<file path="src/rtl/mem_access_stage_pkg.sv">
// ---------------------------------------------------------------------------
// mem_access_stage_pkg
//   Shared definitions for the MEM stage: access size codes, FSM state codes
//   and the small helpers that derive byte enables, store lanes and
//   alignment faults from an access size and the low address bits.
// ---------------------------------------------------------------------------
package mem_access_stage_pkg;

    // Access size codes as carried on mem_size_i. Code 2'b11 is not named
    // and falls through to word handling everywhere.
    localparam logic [1:0] SZ_BYTE = 2'b00;
    localparam logic [1:0] SZ_HALF = 2'b01;
    localparam logic [1:0] SZ_WORD = 2'b10;

    typedef enum logic [1:0] {
        ST_IDLE = 2'd0,
        ST_BUSY = 2'd1,
        ST_DONE = 2'd2
    } state_e;

    // Halves must sit on an even byte, words on a 4-byte boundary.
    function automatic logic is_misaligned(input logic [1:0] size, input logic [1:0] off);
        logic bad;
        case (size)
            SZ_BYTE: bad = 1'b0;
            SZ_HALF: bad = off[0];
            default: bad = (off != 2'b00);
        endcase
        return bad;
    endfunction

    // Little-endian lane enables for the addressed bytes.
    function automatic logic [3:0] byte_enables(input logic [1:0] size, input logic [1:0] off);
        logic [3:0] be;
        case (size)
            SZ_BYTE: be = 4'b0001 << off;
            SZ_HALF: be = off[1] ? 4'b1100 : 4'b0011;
            default: be = 4'b1111;
        endcase
        return be;
    endfunction

    // Store data is replicated into every lane; the byte enables pick the
    // lane that actually gets written, so no shifting is needed.
    function automatic logic [31:0] store_lanes(input logic [1:0] size, input logic [31:0] sd);
        logic [31:0] wd;
        case (size)
            SZ_BYTE: wd = {4{sd[7:0]}};
            SZ_HALF: wd = {2{sd[15:0]}};
            default: wd = sd;
        endcase
        return wd;
    endfunction

endpackage

</file>
<file path="src/rtl/mem_access_stage_if.sv">
// ---------------------------------------------------------------------------
// mem_access_stage_if
//   Data-memory request/acknowledge bus between the MEM stage (master) and
//   the data memory or its bus adapter (slave).
//   dmem_req_o    request, held until dmem_ack_i
//   dmem_we_o     1 = write
//   dmem_addr_o   word-aligned byte address
//   dmem_be_o     byte enables, little-endian lanes
//   dmem_wdata_o  store data replicated into the addressed lanes
//   dmem_ack_i    access complete, dmem_rdata_i valid in the same cycle
//   dmem_rdata_i  read word
//   The _o/_i suffixes are from the master's point of view.
// ---------------------------------------------------------------------------
interface mem_access_stage_if;
    logic        dmem_req_o;
    logic        dmem_we_o;
    logic [31:0] dmem_addr_o;
    logic [3:0]  dmem_be_o;
    logic [31:0] dmem_wdata_o;
    logic        dmem_ack_i;
    logic [31:0] dmem_rdata_i;

    modport master (
        output dmem_req_o, dmem_we_o, dmem_addr_o, dmem_be_o, dmem_wdata_o,
        input  dmem_ack_i, dmem_rdata_i
    );

    modport slave (
        input  dmem_req_o, dmem_we_o, dmem_addr_o, dmem_be_o, dmem_wdata_o,
        output dmem_ack_i, dmem_rdata_i
    );
endinterface

</file>
<file path="src/rtl/mem_access_stage_load_align.sv">
// ---------------------------------------------------------------------------
// mem_load_align
//   Combinational load formatter: selects the addressed byte or halfword of
//   the read word and sign- or zero-extends it to 32 bits.
//   rdata_i     read word from data memory
//   offset_i    byte offset of the access (addr[1:0])
//   size_i      access size code (2'b11 behaves as word)
//   unsigned_i  1 = zero-extend, 0 = sign-extend
//   result_o    value for MEM/WB Write_Data_in
// ---------------------------------------------------------------------------
module mem_load_align
    import mem_access_stage_pkg::*;
(
    input  logic [31:0] rdata_i,
    input  logic [1:0]  offset_i,
    input  logic [1:0]  size_i,
    input  logic        unsigned_i,
    output logic [31:0] result_o
);

    logic [7:0]  lane [4];
    logic [7:0]  byte_sel;
    logic [15:0] half_sel;

    genvar gi;
    generate
        for (gi = 0; gi < 4; gi++) begin : g_lane
            assign lane[gi] = rdata_i[8*gi +: 8];
        end
    endgenerate

    always_comb begin
        byte_sel = lane[offset_i];
        half_sel = offset_i[1] ? rdata_i[31:16] : rdata_i[15:0];
        case (size_i)
            SZ_BYTE: result_o = {{24{~unsigned_i & byte_sel[7]}}, byte_sel};
            SZ_HALF: result_o = {{16{~unsigned_i & half_sel[15]}}, half_sel};
            default: result_o = rdata_i;
        endcase
    end

endmodule

</file>
<file path="src/rtl/mem_access_stage.sv">
// ---------------------------------------------------------------------------
// mem_access_stage
//   MEM stage of the pipelined MIPS core. Converts EX/MEM load/store
//   controls into one req/ack data-memory transaction, formats load data for
//   MEM/WB, stalls the upstream stages until the access finishes, and traps
//   misaligned accesses and bus timeouts.
//   clk, reset      rising-edge clock, asynchronous active-high reset
//   ex_valid_i      EX/MEM holds a real instruction
//   mem_read_i      load
//   mem_write_i     store (wins when both read and write are set)
//   mem_size_i      00 byte, 01 half, 10/11 word
//   mem_unsigned_i  zero-extend loads
//   addr_i          effective address
//   store_data_i    right-justified store value
//   dmem            data-memory bus, master side
//   load_data_o     aligned/extended load result (0 for stores and errors)
//   stall_o         hold PC, IF/ID, ID/EX, EX/MEM; MEM/WB takes a bubble
//   misalign_o      one-cycle pulse: misaligned access, no bus cycle issued
//   bus_err_o       one-cycle pulse: no ack within TIMEOUT cycles
// ---------------------------------------------------------------------------
module mem_access_stage
    import mem_access_stage_pkg::*;
#(
    parameter int TIMEOUT = 16,
    parameter int CNT_W   = 5
) (
    input  logic                 clk,
    input  logic                 reset,
    input  logic                 ex_valid_i,
    input  logic                 mem_read_i,
    input  logic                 mem_write_i,
    input  logic [1:0]           mem_size_i,
    input  logic                 mem_unsigned_i,
    input  logic [31:0]          addr_i,
    input  logic [31:0]          store_data_i,
    mem_access_stage_if.master   dmem,
    output logic [31:0]          load_data_o,
    output logic                 stall_o,
    output logic                 misalign_o,
    output logic                 bus_err_o
);

    // Counter value of the last BUSY cycle; the request is therefore held
    // for exactly TIMEOUT cycles before a bus error is raised.
    localparam logic [CNT_W-1:0] CNT_LAST = CNT_W'(TIMEOUT - 1);

    state_e             state_q, state_d;
    logic [CNT_W-1:0]   cnt_q, cnt_d;
    logic               req_q, req_d;
    logic               we_q, we_d;
    logic [31:0]        addr_q, addr_d;
    logic [3:0]         be_q, be_d;
    logic [31:0]        wdata_q, wdata_d;
    logic [31:0]        load_data_q, load_data_d;
    logic               misalign_q, misalign_d;
    logic               bus_err_q, bus_err_d;
    // Load formatting controls captured at accept so the result does not
    // depend on EX/MEM staying put while the bus is busy.
    logic               is_load_q, is_load_d;
    logic [1:0]         size_q, size_d;
    logic [1:0]         off_q, off_d;
    logic               uns_q, uns_d;

    logic               access;
    logic               misaligned;
    logic [31:0]        aligned_data;

    assign access     = ex_valid_i & (mem_read_i | mem_write_i);
    assign misaligned = is_misaligned(mem_size_i, addr_i[1:0]);

    mem_load_align u_load_align (
        .rdata_i    (dmem.dmem_rdata_i),
        .offset_i   (off_q),
        .size_i     (size_q),
        .unsigned_i (uns_q),
        .result_o   (aligned_data)
    );

    always_comb begin
        state_d     = state_q;
        cnt_d       = cnt_q;
        req_d       = req_q;
        we_d        = we_q;
        addr_d      = addr_q;
        be_d        = be_q;
        wdata_d     = wdata_q;
        load_data_d = load_data_q;
        misalign_d  = 1'b0;
        bus_err_d   = 1'b0;
        is_load_d   = is_load_q;
        size_d      = size_q;
        off_d       = off_q;
        uns_d       = uns_q;
        stall_o     = 1'b0;

        case (state_q)
            ST_IDLE: begin
                if (access) begin
                    // Stall in the accept cycle even for a trapped access so
                    // the faulting instruction is still in EX/MEM during DONE.
                    stall_o = 1'b1;
                    if (misaligned) begin
                        misalign_d  = 1'b1;
                        load_data_d = '0;
                        state_d     = ST_DONE;
                    end else begin
                        req_d     = 1'b1;
                        we_d      = mem_write_i;
                        addr_d    = {addr_i[31:2], 2'b00};
                        be_d      = byte_enables(mem_size_i, addr_i[1:0]);
                        wdata_d   = store_lanes(mem_size_i, store_data_i);
                        is_load_d = ~mem_write_i;
                        size_d    = mem_size_i;
                        off_d     = addr_i[1:0];
                        uns_d     = mem_unsigned_i;
                        cnt_d     = '0;
                        state_d   = ST_BUSY;
                    end
                end
            end

            ST_BUSY: begin
                stall_o = 1'b1;
                // Ack is tested first so an ack on the final counter value
                // completes normally instead of raising a bus error.
                if (dmem.dmem_ack_i) begin
                    req_d       = 1'b0;
                    we_d        = 1'b0;
                    load_data_d = is_load_q ? aligned_data : 32'h0;
                    cnt_d       = '0;
                    state_d     = ST_DONE;
                end else if (cnt_q == CNT_LAST) begin
                    req_d       = 1'b0;
                    we_d        = 1'b0;
                    load_data_d = '0;
                    bus_err_d   = 1'b1;
                    cnt_d       = '0;
                    state_d     = ST_DONE;
                end else begin
                    cnt_d = cnt_q + CNT_W'(1);
                end
            end

            // Single release cycle: the same instruction is still on the
            // inputs, so nothing may be accepted here.
            ST_DONE: begin
                state_d = ST_IDLE;
            end

            default: begin
                state_d = ST_IDLE;
            end
        endcase
    end

    always_ff @(posedge clk or posedge reset) begin
        if (reset) begin
            state_q     <= ST_IDLE;
            cnt_q       <= '0;
            req_q       <= 1'b0;
            we_q        <= 1'b0;
            addr_q      <= '0;
            be_q        <= '0;
            wdata_q     <= '0;
            load_data_q <= '0;
            misalign_q  <= 1'b0;
            bus_err_q   <= 1'b0;
            is_load_q   <= 1'b0;
            size_q      <= SZ_WORD;
            off_q       <= 2'b00;
            uns_q       <= 1'b0;
        end else begin
            state_q     <= state_d;
            cnt_q       <= cnt_d;
            req_q       <= req_d;
            we_q        <= we_d;
            addr_q      <= addr_d;
            be_q        <= be_d;
            wdata_q     <= wdata_d;
            load_data_q <= load_data_d;
            misalign_q  <= misalign_d;
            bus_err_q   <= bus_err_d;
            is_load_q   <= is_load_d;
            size_q      <= size_d;
            off_q       <= off_d;
            uns_q       <= uns_d;
        end
    end

    assign dmem.dmem_req_o   = req_q;
    assign dmem.dmem_we_o    = we_q;
    assign dmem.dmem_addr_o  = addr_q;
    assign dmem.dmem_be_o    = be_q;
    assign dmem.dmem_wdata_o = wdata_q;
    assign load_data_o       = load_data_q;
    assign misalign_o        = misalign_q;
    assign bus_err_o         = bus_err_q;

endmodule
</file>
<file path="src/flat_wrapper.sv">
// flat-port wrapper written by rule: the top's interface ports become plain ports
module mem_access_stage_flat import mem_access_stage_pkg::*;
#(
    parameter int TIMEOUT = 16,
    parameter int CNT_W   = 5
)
  (clk, reset, ex_valid_i, mem_read_i, mem_write_i, mem_size_i, mem_unsigned_i, addr_i, store_data_i, load_data_o, stall_o, misalign_o, bus_err_o, dmem_dmem_req_o, dmem_dmem_we_o, dmem_dmem_addr_o, dmem_dmem_be_o, dmem_dmem_wdata_o, dmem_dmem_ack_i, dmem_dmem_rdata_i);
  mem_access_stage_if dmem_i ();
  input  logic clk;
  input  logic reset;
  input  logic ex_valid_i;
  input  logic mem_read_i;
  input  logic mem_write_i;
  input  logic [1:0] mem_size_i;
  input  logic mem_unsigned_i;
  input  logic [31:0] addr_i;
  input  logic [31:0] store_data_i;
  output logic [31:0] load_data_o;
  output logic stall_o;
  output logic misalign_o;
  output logic bus_err_o;
  output wire logic [$bits(dmem_i.dmem_req_o)-1:0] dmem_dmem_req_o;
  output wire logic [$bits(dmem_i.dmem_we_o)-1:0] dmem_dmem_we_o;
  output wire logic [$bits(dmem_i.dmem_addr_o)-1:0] dmem_dmem_addr_o;
  output wire logic [$bits(dmem_i.dmem_be_o)-1:0] dmem_dmem_be_o;
  output wire logic [$bits(dmem_i.dmem_wdata_o)-1:0] dmem_dmem_wdata_o;
  input wire logic [$bits(dmem_i.dmem_ack_i)-1:0] dmem_dmem_ack_i;
  input wire logic [$bits(dmem_i.dmem_rdata_i)-1:0] dmem_dmem_rdata_i;
  assign dmem_dmem_req_o = dmem_i.dmem_req_o;
  assign dmem_dmem_we_o = dmem_i.dmem_we_o;
  assign dmem_dmem_addr_o = dmem_i.dmem_addr_o;
  assign dmem_dmem_be_o = dmem_i.dmem_be_o;
  assign dmem_dmem_wdata_o = dmem_i.dmem_wdata_o;
  assign dmem_i.dmem_ack_i = dmem_dmem_ack_i;
  assign dmem_i.dmem_rdata_i = dmem_dmem_rdata_i;
  mem_access_stage #(.TIMEOUT(TIMEOUT), .CNT_W(CNT_W)) u_core (.clk(clk), .reset(reset), .ex_valid_i(ex_valid_i), .mem_read_i(mem_read_i), .mem_write_i(mem_write_i), .mem_size_i(mem_size_i), .mem_unsigned_i(mem_unsigned_i), .addr_i(addr_i), .store_data_i(store_data_i), .dmem(dmem_i), .load_data_o(load_data_o), .stall_o(stall_o), .misalign_o(misalign_o), .bus_err_o(bus_err_o));
endmodule
</file>
<file path="config.mk">
export PLATFORM = sky130hd
export DESIGN_NAME = mem_access_stage_flat
export DESIGN_NICKNAME = d
export VERILOG_FILES = /design/src/rtl/mem_access_stage_pkg.sv /design/src/rtl/mem_access_stage_if.sv /design/src/rtl/mem_access_stage_load_align.sv /design/src/rtl/mem_access_stage.sv /design/src/flat_wrapper.sv
export SDC_FILE = /design/constraint.sdc
export NUM_CORES = 1
export LEC_CHECK = 0
export CELL_PAD_IN_SITES_DETAIL_PLACEMENT = 0
export CELL_PAD_IN_SITES_GLOBAL_PLACEMENT = 1
export CORE_MARGIN = 2
export CORE_UTILIZATION = 35
export CTS_BUF_LIST = sky130_fd_sc_hd__clkbuf_4
export DETAILED_ROUTE_END_ITERATION = 8
export PLACE_DENSITY = 0.92
export REMOVE_ABC_BUFFERS = 1
export SYNTH_ARGS = -nofsm -noshare
export SYNTH_HDL_FRONTEND = slang
export SYNTH_HIERARCHICAL = 1
export SYNTH_SLANG_ARGS = --single-unit
export TNS_END_PERCENT = 1
</file>
<file path="constraint.sdc">
create_clock -name clk -period 5.4 [get_ports clk]
set_input_delay 1.08 -clock clk [delete_from_list [all_inputs] [get_ports clk]]
set_output_delay 1.08 -clock clk [all_outputs]
set_load 0.03 [all_outputs]
</file>
# ---- Word level (Yosys, flattened, before mapping)
# Index checks and enable logic that the tools add are counted.
dict set report op_classes {
  mux 41
  shift 1
  n_addsub 1
  bitwise_logic 8
  magnitude_cmp 1
  reduce_logical 10
  eq_ne 8
}
# operator n
set op_table {}
lappend op_table {{32-bit case mux with 2 select lines} 3}
lappend op_table {{32-bit 2-to-1 mux} 5}
lappend op_table {{5-bit 2-to-1 mux} 4}
lappend op_table {{8-bit binary-select mux with 2-bit select} 1}
lappend op_table {{16-bit 2-to-1 mux} 1}
lappend op_table {{8-bit 2-to-1 mux} 2}
lappend op_table {{1-bit 2-to-1 mux} 13}
lappend op_table {{5-bit case mux with 2 select lines} 1}
lappend op_table {{2-bit 2-to-1 mux} 4}
lappend op_table {{1-bit case mux with 2 select lines} 4}
lappend op_table {{4-bit case mux with 2 select lines} 1}
lappend op_table {{4-bit AND reduction} 2}
lappend op_table {{2-bit by 1-bit equality test with 1-bit output, second input constant} 3}
lappend op_table {{2-bit logical NOT} 3}
lappend op_table {{3-bit AND reduction} 2}
lappend op_table {{5-bit by 1-bit adder with 5-bit output, second input constant} 1}
lappend op_table {{5-bit by 4-bit equality test with 1-bit output, second input constant} 1}
lappend op_table {{4-bit 2-to-1 mux} 1}
lappend op_table {{2-bit by 1-bit != test with 1-bit output, second input constant} 2}
lappend op_table {{2-bit case mux with 2 select lines} 1}
lappend op_table {{2-bit nonzero test} 2}
lappend op_table {{1-bit by 2-bit << shifter with 4-bit output, first input constant} 1}
lappend op_table {{1-bit bitwise AND} 3}
lappend op_table {{3-bit >= comparator, second input constant} 1}
lappend op_table {{6 further kinds} 8}
dict set report word_totals {
  ff_bits 115
  input_bits 105
  output_inout_bits 105
  elab_cells 84
}

# ---- Depth between registers and ports, before layout
# Gate-level depths: netlist of run 1.
dict set report logic_depth {
  word_depth 9
  depth_mapped 8
}

# ---- Cells and area by module
# The synthesis of run 1 kept the hierarchy.
# module seq_area_each_um2 area_each_um2 cells_each n_inst
set by_module_without_submodules {}
lappend by_module_without_submodules {mem_access_stage 2879.0 4733.3 355 1}
lappend by_module_without_submodules {mem_load_align 0.0 709.4 93 1}

# ---- Least setup slack after synthesis of run 1
# OpenSTA, ideal clock, no wires.
dict set report synth_timing {
  path_type {in2out}
  from {in mem_write_i}
  to {out stall_o}
  setup_slack_ns 2.341
  arrival_time_ns 1.979
  path_buffers 0
  t_required_ns 4.320
  stages 2
  path_cell_list {o21ai_0 -> a21oi_1}
}
dict set report synth_via {
  elab_chain_cells 4
}
# item line
set synth_rtl {}
lappend synth_rtl {{start: declaration} flat_wrapper.sv:13} ;# input logic mem_write_i;
lappend synth_rtl {{1-bit OR} mem_access_stage.sv:68} ;# assign access = ex_valid_i & (mem_read_i | mem_write_i);
lappend synth_rtl {{1-bit bitwise AND} mem_access_stage.sv:68}
lappend synth_rtl {{1-bit 2-to-1 mux} mem_access_stage.sv:98} ;# if (access) begin
lappend synth_rtl {{1-bit case mux with 2 select lines} mem_access_stage.sv:96} ;# case (state_q)
lappend synth_rtl {{end: declaration} flat_wrapper.sv:19} ;# output logic stall_o;
# No other way between the ends.

# ---- Final worst setup path of run 1
# Ends and elaborated chain as after synthesis.

==> impl_results.md, run 1 <==
* Outcome: finished, final reports clean
* Dpl cell area at roughly 7600 um^2
* Post-synth EDFFs at 0
* CP endpoint kind: output pin
* First drt pass iteration count at 4
* Met3 Wirelength at about 1500 um
* Gr usage total at 0.193
* Synth Area in Adders at 0.00230
* Tcrit/Tclk final at 0.786
* Max-Slew Margin vs Limit at 0.274
* CTS Sinks at ~120
* Ys async rst share at 1.00
* Largest family of logic cells by synthesized area: compound AO/OA/AOI/OAI gates
* Power Density at 540 nW/um^2
* Max-cap violations at 0
* Synth Instances at 448
* Min Tclk post-route at 4250 ps
* Post-synthesis sequential area ratio at 0.529
* Worst Path Required at about 4300 ps
* Most frequent cells in the layout: clkdlybuf4s50_1 (207), dfrtp_1 (114), mux2_2 (50)
* Max Slew Vio Count at 0
* Post-DR vias/cell at about 5.3
* Htree depth at 4
* CTS tree: done
* Min-delay worst type: flop to flop
* Fillers at approximately 1,300
* Final hold violation count at 0
* DRT met1 WL at between 6000 and 7000 um
* CP Max Fanout at 6
* # rows at between 40 and 50
* RSZ-0062 raised after global routing: no
* Layout cells sized above 1 at 0.175
* Critical Path AT at between 3000 and 4000 ps
* Startpoint Class: primary input
* Final HPWL DP at between 10,000 and 15,000 um
* PortBufs at around 210
* Clk_skew at around 21 ps
* Initial core utilization at 0.358
* Yosys warnings at 6
* Final Wtd Congestion at around 0.81
* Design area at slightly below 8000 um^2
* First-pass GRT wire length at 24,600 um
* Antenna violations before repair at 0
* Final Power at around 4.3 mW
* Main synth FF type: dfrtp_1
* Achievable Freq at 236 MHz
* Layout area overhead at 46.2%
* Unique cell type count in the Yosys netlist at just under 50
* Area fraction in compound gates after synthesis at 0.181
* VDD IR max at approximately 340 uV
* Post-CTS Hold Fix Bufs at 0
* XOR/XNOR Fraction of Synth Area at 0.00322
* TNS Setup at 0 ps
* Top Metal Used: met4
* Initial DRC Count at between 200 and 300
* Post-synthesis area per instance at 12.1 um^2
* Clock Path Buffers at 2
* CP Class: primary input to output pin
* Final Net Count at roughly 750
* Multiplexer share of the synthesized area at 0.175
* #FFs+latches synth at 115
* Clock Latency Late Sink at roughly 540 ps
* Total number of vias at roughly 4,500
* I/O pins at 210
* Worst-Margin Slew at ~1100 ps
* Root Driver: clkbuf_4
* Die Span X at about 130 um
* Die ar. at between 15,000 and 20,000 um^2
* Largest net degree at the start of global routing at 85
* Most common cell after layout, fill and taps aside: clkdlybuf4s50_1
* Placeable Area at 15,200 um^2
* Total CTS buffers at 17
* Simple-gate share of the synthesized area at 0.0655
* DR WL/cell at ~18 um
* Leakage at 3.37 nW
* Number of global-route vias before repair at between 4,000 and 5,000
* Routed Antenna Nets at 0
* Routed wl met2 at about 7000 um
* N_diodes at 0
* Post-Syn Area at around 5400 um^2
* Global route total overflow at 0
* Post CTS Setup Buffer Count at 0
* Final Util at 0.523
* Drt drc at 0
* Final wirelength at between 15,000 and 20,000 um
* Clock slew seen by the registers of the worst setup and hold paths at ~100 ps
* Die Ht at about 130 um
* Final setup violation count at 0
* PostCTS Resize Cnt at 0
[through the flow]
step | hold slack [ps] | cells | worst slack, ps
floorplan | 418 | 414 | 630
CTS | 485 | 849 | 1170
global route | 515 | 849 | 996
finish | 484 | 849 | 1150
detailed placement | 468 | 817 | 1180
global placement | 442 | 817 | 1300
[final timing paths]
path	startpoint	cells past startpoint	slack, ps	end
worst max-delay path	mem_write_i	4	1150	stall_o
worst min-delay path	u_core/cnt_q[4]$_DFFE_PP0P_	1	480	u_core/bus_err_o$_DFF_PP0_
worst max register to register	u_core/off_q[1]$_DFFE_PP0P_	4	3020	u_core/load_data_o[4]$_DFFE_PP0P_
worst min register to register	u_core/cnt_q[4]$_DFFE_PP0P_	1	480	u_core/bus_err_o$_DFF_PP0_
max in group asynchronous	reset	3	3150	u_core/dmem.dmem_addr_o[4]$_DFFE_PP0P_
min in group asynchronous	reset	2	1160	u_core/dmem.dmem_addr_o[31]$_DFFE_PP0P_
[cells by family (layout without fill, tap and decap cells)]
family | after synthesis | in the layout
AO/OA/AOI/OAI | 125 | 125
buffers and inverters | 40 | 252
other | 1 | 2
flip-flops | 115 | 115
AND/OR/NAND/NOR | 77 | 77
multiplexers | 87 | 87
adder cells (fa/ha/maj) | 1 | 1
XOR/XNOR | 2 | 2
[synth_stat cells (2+ instances only)]
cell,number,area [um^2]
a21o_1,3,22.5
a21oi_1,20,100
a221o_1,9,90.1
a22o_1,43,377
buf_2,7,35.0
buf_4,9,67.6
buf_6,6,67.6
clkbuf_1,11,41.3
dfrtp_1,114,2850
inv_1,4,15.0
mux2_2,50,563
mux2i_1,35,350
nand2_1,36,135
nand2b_1,3,18.8
nand3_1,2,10.0
nor2_1,19,71.3
nor2b_1,2,12.5
nor3_1,2,10.0
nor3b_1,3,22.5
o211ai_1,2,15.0
o21ai_0,20,100
o21ai_2,10,87.6
o221a_2,8,90.1
o2bb2ai_1,3,26.3
or2_2,2,12.5
or3_1,2,12.5
[critical path, cell delays in order]
cell	delay, ps
clkdlybuf4s50_1	450
o21ai_0	690
a21oi_1	280
clkdlybuf4s50_1	660
[per-layer routing]
layer	GRT usage	up-vias
li1	-	2053
met1	0.238	2148
met2	0.297	230
met3	0.0802	30
met4	0.0850	0
met5	0	-
[flip-flops by register name, indices dropped and copies added, names as in the netlist, 2 cells and up]
register / count
u_core/state_q: 2
u_core/dmem.dmem_be_o: 4
u_core/load_data_o: 32
u_core/cnt_q: 5
u_core/off_q: 2
u_core/size_q: 2
u_core/dmem.dmem_addr_o: 30
u_core/dmem.dmem_wdata_o: 32
[power breakdown]
part | internal, mW | switching [mW] | total [mW]
Clock | 0.463 | 0.329 | 0.792
Combinational | 0.952 | 1.13 | 2.09
Sequential | 1.18 | 0.245 | 1.42
[final cells by class]
cell class / count / area (um^2) / share of cell area
Clock buffer: 19 / 143 / 0.0179
Tap cell: 188 / 235 / 0.0296
Multi-Input combinational cell: 294 / 2330 / 0.293
Inverter: 5 / 21.3 / 0.00267
Timing Repair Buffer: 215 / 2130 / 0.268
Sequential cell: 115 / 2880 / 0.362
Clock inverter: 13 / 213 / 0.0267
(Power assumes the default switching activity.)
==> inputs of run 2 (changes only) <==
==> constraint.sdc (replaced) <==
create_clock -name clk -period 4.2 [get_ports clk]
set_input_delay 0.84 -clock clk [delete_from_list [all_inputs] [get_ports clk]]
set_output_delay 0.84 -clock clk [all_outputs]
set_load 0.03 [all_outputs]
==> run 2 against run 1 <==
Setup slack got worse by 650 ps. Register-to-register slack worse by 1200 ps. Count of clock-buffer cells in the layout down 2. Utilization fell by 0.34 points. Via count rose by 0.11%. Final cell count is 0.24% higher. Final area is 0.64% lower. Sequential power increased by 29%. Non-clock buffer count up 2. Largest cell class unchanged.
==> impl_results.md, run 2 (synthesis results as in run 1) <==
* Outcome: finished, final reports clean
* Global route total overflow at 0 (unchanged)
* Total number of vias at 4,466 (+0.11%)
* Die Span X at 129 um (unchanged)
* PortBufs at 207 (unchanged)
* CTS tree: done
* Worst Path Required at 3360 ps (-960 ps)
* Dpl ws at 453 ps (-725 ps)
* CP endpoint kind: output pin
* Max incr delay on CP at 660 ps (-30 ps)
* Layout cells sized above 1 at 0.184 (+0.00852)
* Min-delay worst type: flop to flop
* Tcrit/Tclk final at 0.881
* Achievable Freq at around 270 MHz
* Initial core utilization at 0.358 (unchanged)
* CP Max Fanout at 6 (unchanged)
* Total CTS buffers at 17 (unchanged)
* Slowest-stage cell, CP: clkdlybuf4s50_1
* Final hold violation count at 0 (unchanged)
* Routed Antenna Nets at 0 (unchanged)
* Gr usage total at 0.191 (-0.00144)
* Max-cap violations at 0 (unchanged)
* Layout area overhead at 45.2%
* RSZ-0062 raised after global routing: no
* Fin cells at 851 (+0.24%)
* Max-Slew Margin vs Limit at 0.347 (+0.0729)
* Leakage at 3.33 nW (-1.0%)
* Clock slew seen by the registers of the worst setup and hold paths at 120 ps (+20 ps)
* Clock Path Buffers at 2 (unchanged)
* Die Ht at 129 um (unchanged)
* # rows at 45 (unchanged)
* Final HPWL DP at 10,900 um (+0.84%)
* Antenna violations before repair at 1 (+1)
* CP Cell Sequence: clkdlybuf4s50_1 -> o21ai_0 -> a21oi_1 -> clkdlybuf4s50_1
* N_diodes at 0 (unchanged)
* Clk_skew at 19.3 ps (-1.48 ps)
* Final Util at 0.520 (-0.00337)
* Dpl cell area at 7640 um^2 (+0.53%)
* CP Class: primary input to output pin
* Final setup violation count at 0 (unchanged)
* Number of global-route vias before repair at 4,698 (-1.1%)
* Most frequent cells in the layout: clkdlybuf4s50_1 (207), dfrtp_1 (114), mux2_2 (50)
* Startpoint Class: primary input
* Final wirelength at 15,300 um (-0.56%)
* Drt drc at 0 (unchanged)
* VDD IR max at 422 uV (+23%)
* Power Density at 668 nW/um^2 (+24%)
* Worst-Margin Slew at 977 ps (-111 ps)
* Worst Slack Setup Final at 500 ps (-655 ps)
* Initial DRC Count at 235 (-6.0%)
* Clock Latency Late Sink at 530 ps (about the same)
* Largest net degree at the start of global routing at 66 (-22%)
* Max Slew Vio Count at 0 (unchanged)
* Die ar. at 16,600 um^2 (unchanged)
* Post CTS Setup Buffer Count at 0 (unchanged)
* Design area at 7910 um^2 (-0.64%)
* Placeable Area at 15,200 um^2 (unchanged)
* Final Net Count at 756 (+0.27%)
* DR WL/cell at 18.0 um (-0.79%)
* Cells after DPL at 819 (+0.24%)
* Htree depth at 4 (unchanged)
* Min Tclk post-route at around 3700 ps
* CTS Sinks at 115 (unchanged)
* Most frequent CP cell: clkdlybuf4s50_1
* TNS Setup at 0 ps (unchanged)
* First drt pass iteration count at 4 (unchanged)
* Most common cell after layout, fill and taps aside: clkdlybuf4s50_1
* I/O pins at 210 (unchanged)
* First-pass GRT wire length at 24,400 um (-0.98%)
* Root Driver: clkbuf_4
* Critical Path AT at 2860 ps (-310 ps)
* PostCTS Resize Cnt at 0 (unchanged)
* Post-CTS Hold Fix Bufs at 0 (unchanged)
* Final Wtd Congestion at 0.813 (about the same)
* Post-DR vias/cell at 5.25 (-0.12%)
## run 2: cell count changes in the layout (fill, tap and decap cells not counted), sizes merged
cell | before | now
clkinv | 6 | 8
buf | 8 | 10
clkbuf | 19 | 17
clkinvlp | 1 | 4
bufinv | 6 | 1
inv | 5 | 7
## run 2: routing by layer
layer,vias up,wire length [um],global-route usage,share of wire
li1,2064,-,-,-
met1,2173,6360,0.233,0.41
met2,201,7150,0.301,0.47
met3,26,1560,0.0865,0.10
met4,2,261,0.0691,0.017
met5,-,13,0,0.00085
## run 2: worst max-delay path, delay by kind of cell
family                 cells  cell delay, ps
buffers and inverters      2            1100
AOI/OAI and AO/OA          2             920
## run 2: through the flow
| stage | power [mW] | hold slack, ps |
|---|---|---|
| floorplan | 3.37 | 418 |
| finish | 5.28 | 472 |
| global placement | 4.48 | 439 |
| detailed placement | 4.55 | 442 |
| global route | 5.59 | 488 |
| CTS | 5.35 | 459 |
## run 2: power by group
part           internal [mW]  total, mW  switching (mW)
Sequential              1.51       1.83           0.319
Clock                  0.296      0.770           0.474
Combinational           1.23       2.68            1.45
## run 2: layout make-up
type	instances	area [um^2]
fillers	1302	7300
repair buffers	217	2170
flip-flops and latches	115	2880
well taps	188	235
inverters	5	21.3
multi-input cells	294	2330
clock inverters	15	136
clock buffers	17	128
## run 2: path summary, 6_finish.rpt
check / from / to / slack, ps / depth (start not counted)
worst min-delay path: u_core/cnt_q[4]$_DFFE_PP0P_ / u_core/bus_err_o$_DFF_PP0_ / 470 / 1
worst max-delay path: mem_write_i / stall_o / 500 / 4
worst min register to register: u_core/cnt_q[4]$_DFFE_PP0P_ / u_core/bus_err_o$_DFF_PP0_ / 470 / 1
min in group asynchronous: reset / u_core/dmem.dmem_addr_o[5]$_DFFE_PP0P_ / 840 / 2
worst max register to register: u_core/off_q[1]$_DFFE_PP0P_ / u_core/load_data_o[4]$_DFFE_PP0P_ / 1860 / 4
max in group asynchronous: reset / u_core/size_q[1]$_DFFE_PP1P_ / 2480 / 3
==> inputs of run 3 (changes only) <==
--- a/config.mk
+++ b/config.mk
@@ -9,10 +9,9 @@
 export CELL_PAD_IN_SITES_GLOBAL_PLACEMENT = 1
 export CORE_MARGIN = 2
 export CORE_UTILIZATION = 35
-export CTS_BUF_LIST = sky130_fd_sc_hd__clkbuf_4
+export CTS_BUF_LIST = sky130_fd_sc_hd__clkbuf_8
 export DETAILED_ROUTE_END_ITERATION = 8
 export PLACE_DENSITY = 0.92
-export REMOVE_ABC_BUFFERS = 1
 export SYNTH_ARGS = -nofsm -noshare
 export SYNTH_HDL_FRONTEND = slang
 export SYNTH_HIERARCHICAL = 1
==> run 3 against run 2 <==
Final cell count down 0.35%. Total power increased by 7.8%. Utilization is 1.2 points higher. Global-route usage is 0.48 points lower. Sequential power hardly changed. Critical endpoint unchanged. Sequential share of layout area down 0.79 points. Combinational power hardly changed. Non-clock buffer count shrank 2. Die area unchanged. Largest cell class unchanged.
==> impl_results.md, run 3 (synthesis results as in run 1) <==
* Final HPWL DP at 11,000 um (+1.1%)
* Root Driver: clkbuf_8
* Post CTS Setup Buffer Count at 0 (unchanged)
* Worst reg-to-reg setup slack at 1910 ps (+50 ps)
* CP Cell Sequence: clkdlybuf4s50_1 -> o21ai_0 -> a21oi_1 -> clkdlybuf4s50_1
* Crit-path leading delay family: buffers and inverters
* Worst Path Required at 3360 ps (about the same)
* Initial DRC Count at 254 (+8.1%)
* Antenna violations before repair at 0 (-1)
* Total number of vias at 4,409 (-1.3%)
* Leakage at 3.41 nW (+2.4%)
* # rows at 45 (unchanged)
* First drt pass iteration count at 4 (unchanged)
* Routed Antenna Nets at 0 (unchanged)
* Slowest-stage cell, CP: o21ai_0
* Layout area overhead at 48.5%
* Worst R2R Path Depth at 4 (unchanged)
* Global route total overflow at 0 (unchanged)
* CTS tree: done
* Clock slew seen by the registers of the worst setup and hold paths at 60 ps (-60 ps)
* Placeable Area at 15,200 um^2 (unchanged)
* Hold Crit Depth at 1 (unchanged)
* Die ar. at 16,600 um^2 (unchanged)
* Drt drc at 0 (unchanged)
* Power Density at 704 nW/um^2 (+5.5%)
* Most frequent CP cell: clkdlybuf4s50_1
* Achievable Freq at 265 MHz (-1.8%)
* Final setup violation count at 0 (unchanged)
* CP endpoint kind: output pin
* Gr usage total at 0.187 (-0.00481)
* Max Slew Vio Count at 0 (unchanged)
* Die Ht at 129 um (unchanged)
* Clock Path Buffers at 2 (unchanged)
* Met3 Wirelength at 1250 um (-19%)
* DRT met1 WL at 6050 um (-5.0%)
* Number of global-route vias before repair at 4,625 (-1.6%)
* CP Max Fanout at 6 (unchanged)
* Post-CTS Hold Fix Bufs at 0 (unchanged)
* Max-cap violations at 0 (unchanged)
* Worst-Margin Slew at 977 ps (+0.139 ps)
* Total CTS buffers at 17 (unchanged)
* Clock Latency Late Sink at 440 ps (-90 ps)
* Startpoint Class: primary input
* Final Power at 5.69 mW (+7.8%)
* Htree depth at 4 (unchanged)
* Final Util at 0.532 (+0.0115)
* Hold endpoint: u_core/bus_err_o$_DFF_PP0_
* Routed wl met2 at 7640 um (+6.8%)
* Most frequent cells in the layout: clkdlybuf4s50_1 (207), dfrtp_1 (114), mux2_2 (50)
* PortBufs at 207 (unchanged)
* Most common cell after layout, fill and taps aside: clkdlybuf4s50_1
* Max-Slew Margin vs Limit at 0.347 (about the same)
* Initial core utilization at 0.358 (unchanged)
* VDD IR max at 573 uV (+36%)
* Critical Path AT at 2930 ps (+70 ps)
* RSZ-0062 raised after global routing: no
* Final Net Count at 754 (-0.26%)
* Final wirelength at 15,200 um (-1.0%)
* Final hold violation count at 0 (unchanged)
* CTS Sinks at 115 (unchanged)
* CP Buf/Inv Count at 2 (unchanged)
* Hold Crit Start: u_core/cnt_q[4]$_DFFE_PP0P_
* Die Span X at 129 um (unchanged)
* Clk_skew at 12.2 ps (-7.12 ps)
* Worst hold margin at 466 ps (-5.44 ps)
* Layout cells sized above 1 at 0.179 (-0.00522)
* TNS Setup at 0 ps (unchanged)
* Reg2reg end: u_core/load_data_o[3]$_DFFE_PP0P_
* Top Metal Used: met4
* Multi-input logic area at 2330 um^2 (unchanged)
* Min Tclk post-route at 3770 ps (+66.4 ps)
* Largest net degree at the start of global routing at 72 (+9.1%)
* Reg area at 2880 um^2 (unchanged)
* I/O pins at 210 (unchanged)
* Final Wtd Congestion at 0.777 (-4.5%)
* Tcrit/Tclk final at 0.897 (+0.0158)
* Dpl cell area at 7630 um^2 (-0.20%)
* Design area at 8080 um^2 (+2.2%)
* Min-delay worst type: flop to flop
* N_diodes at 0 (unchanged)
* CP Class: primary input to output pin
* First-pass GRT wire length at 23,900 um (-1.8%)
* PostCTS Resize Cnt at 0 (unchanged)
* DR WL/cell at 17.9 um (-0.69%)
* Max incr delay on CP at 680 ps (+20 ps)
* Outcome: finished, final reports clean
* R2R Path Start: u_core/off_q[1]$_DFFE_PP0P_
* Fillers at 1,304 (+0.15%)
* Post-DR vias/cell at 5.20 (-0.93%)
==> run 3: metrics by stage <==
| stage | std cells | setup slack (ps) |
|---|---|---|
| final | 848 | 433 |
| after global routing | 848 | 319 |
| after CTS | 848 | 414 |
| after detailed placement | 817 | 414 |
| after global placement | 817 | 520 |
| after floorplan | 449 | 318 |
==> run 3: report_power, final <==
part           switching [mW]  internal (mW)
registers               0.320           1.52
logic                    1.45           1.23
clock network           0.452          0.720
==> run 3: layout make-up <==
type | count | share of cell area
repair buffers | 215 | 0.267
well taps | 188 | 0.0291
inverters | 5 | 0.00263
clock buffers | 22 | 0.0375
clock inverters | 9 | 0.0187
flip-flops and latches | 115 | 0.356
multi-input cells | 294 | 0.289
==> run 3: worst max-delay path by stage <==
stage / slack [ps] / cells past startpoint / from / end
2_1_floorplan: 320 / 1 / reset / u_core/bus_err_o$_DFF_PP0_
3_3_place_gp: 520 / 4 / mem_write_i / stall_o
3_5_place_dp: 410 / 4 / mem_write_i / stall_o
4_1_cts: 410 / 4 / mem_write_i / stall_o
5_1_grt: 320 / 4 / mem_write_i / stall_o
6_report: 430 / 4 / mem_write_i / stall_o
==> run 3: layer usage <==
metal / up-vias / track usage
met5: - / 0
met3: 16 / 0.0819
met4: 0 / 0.0652
li1: 2067 / -
met1: 2178 / 0.218
met2: 148 / 0.307
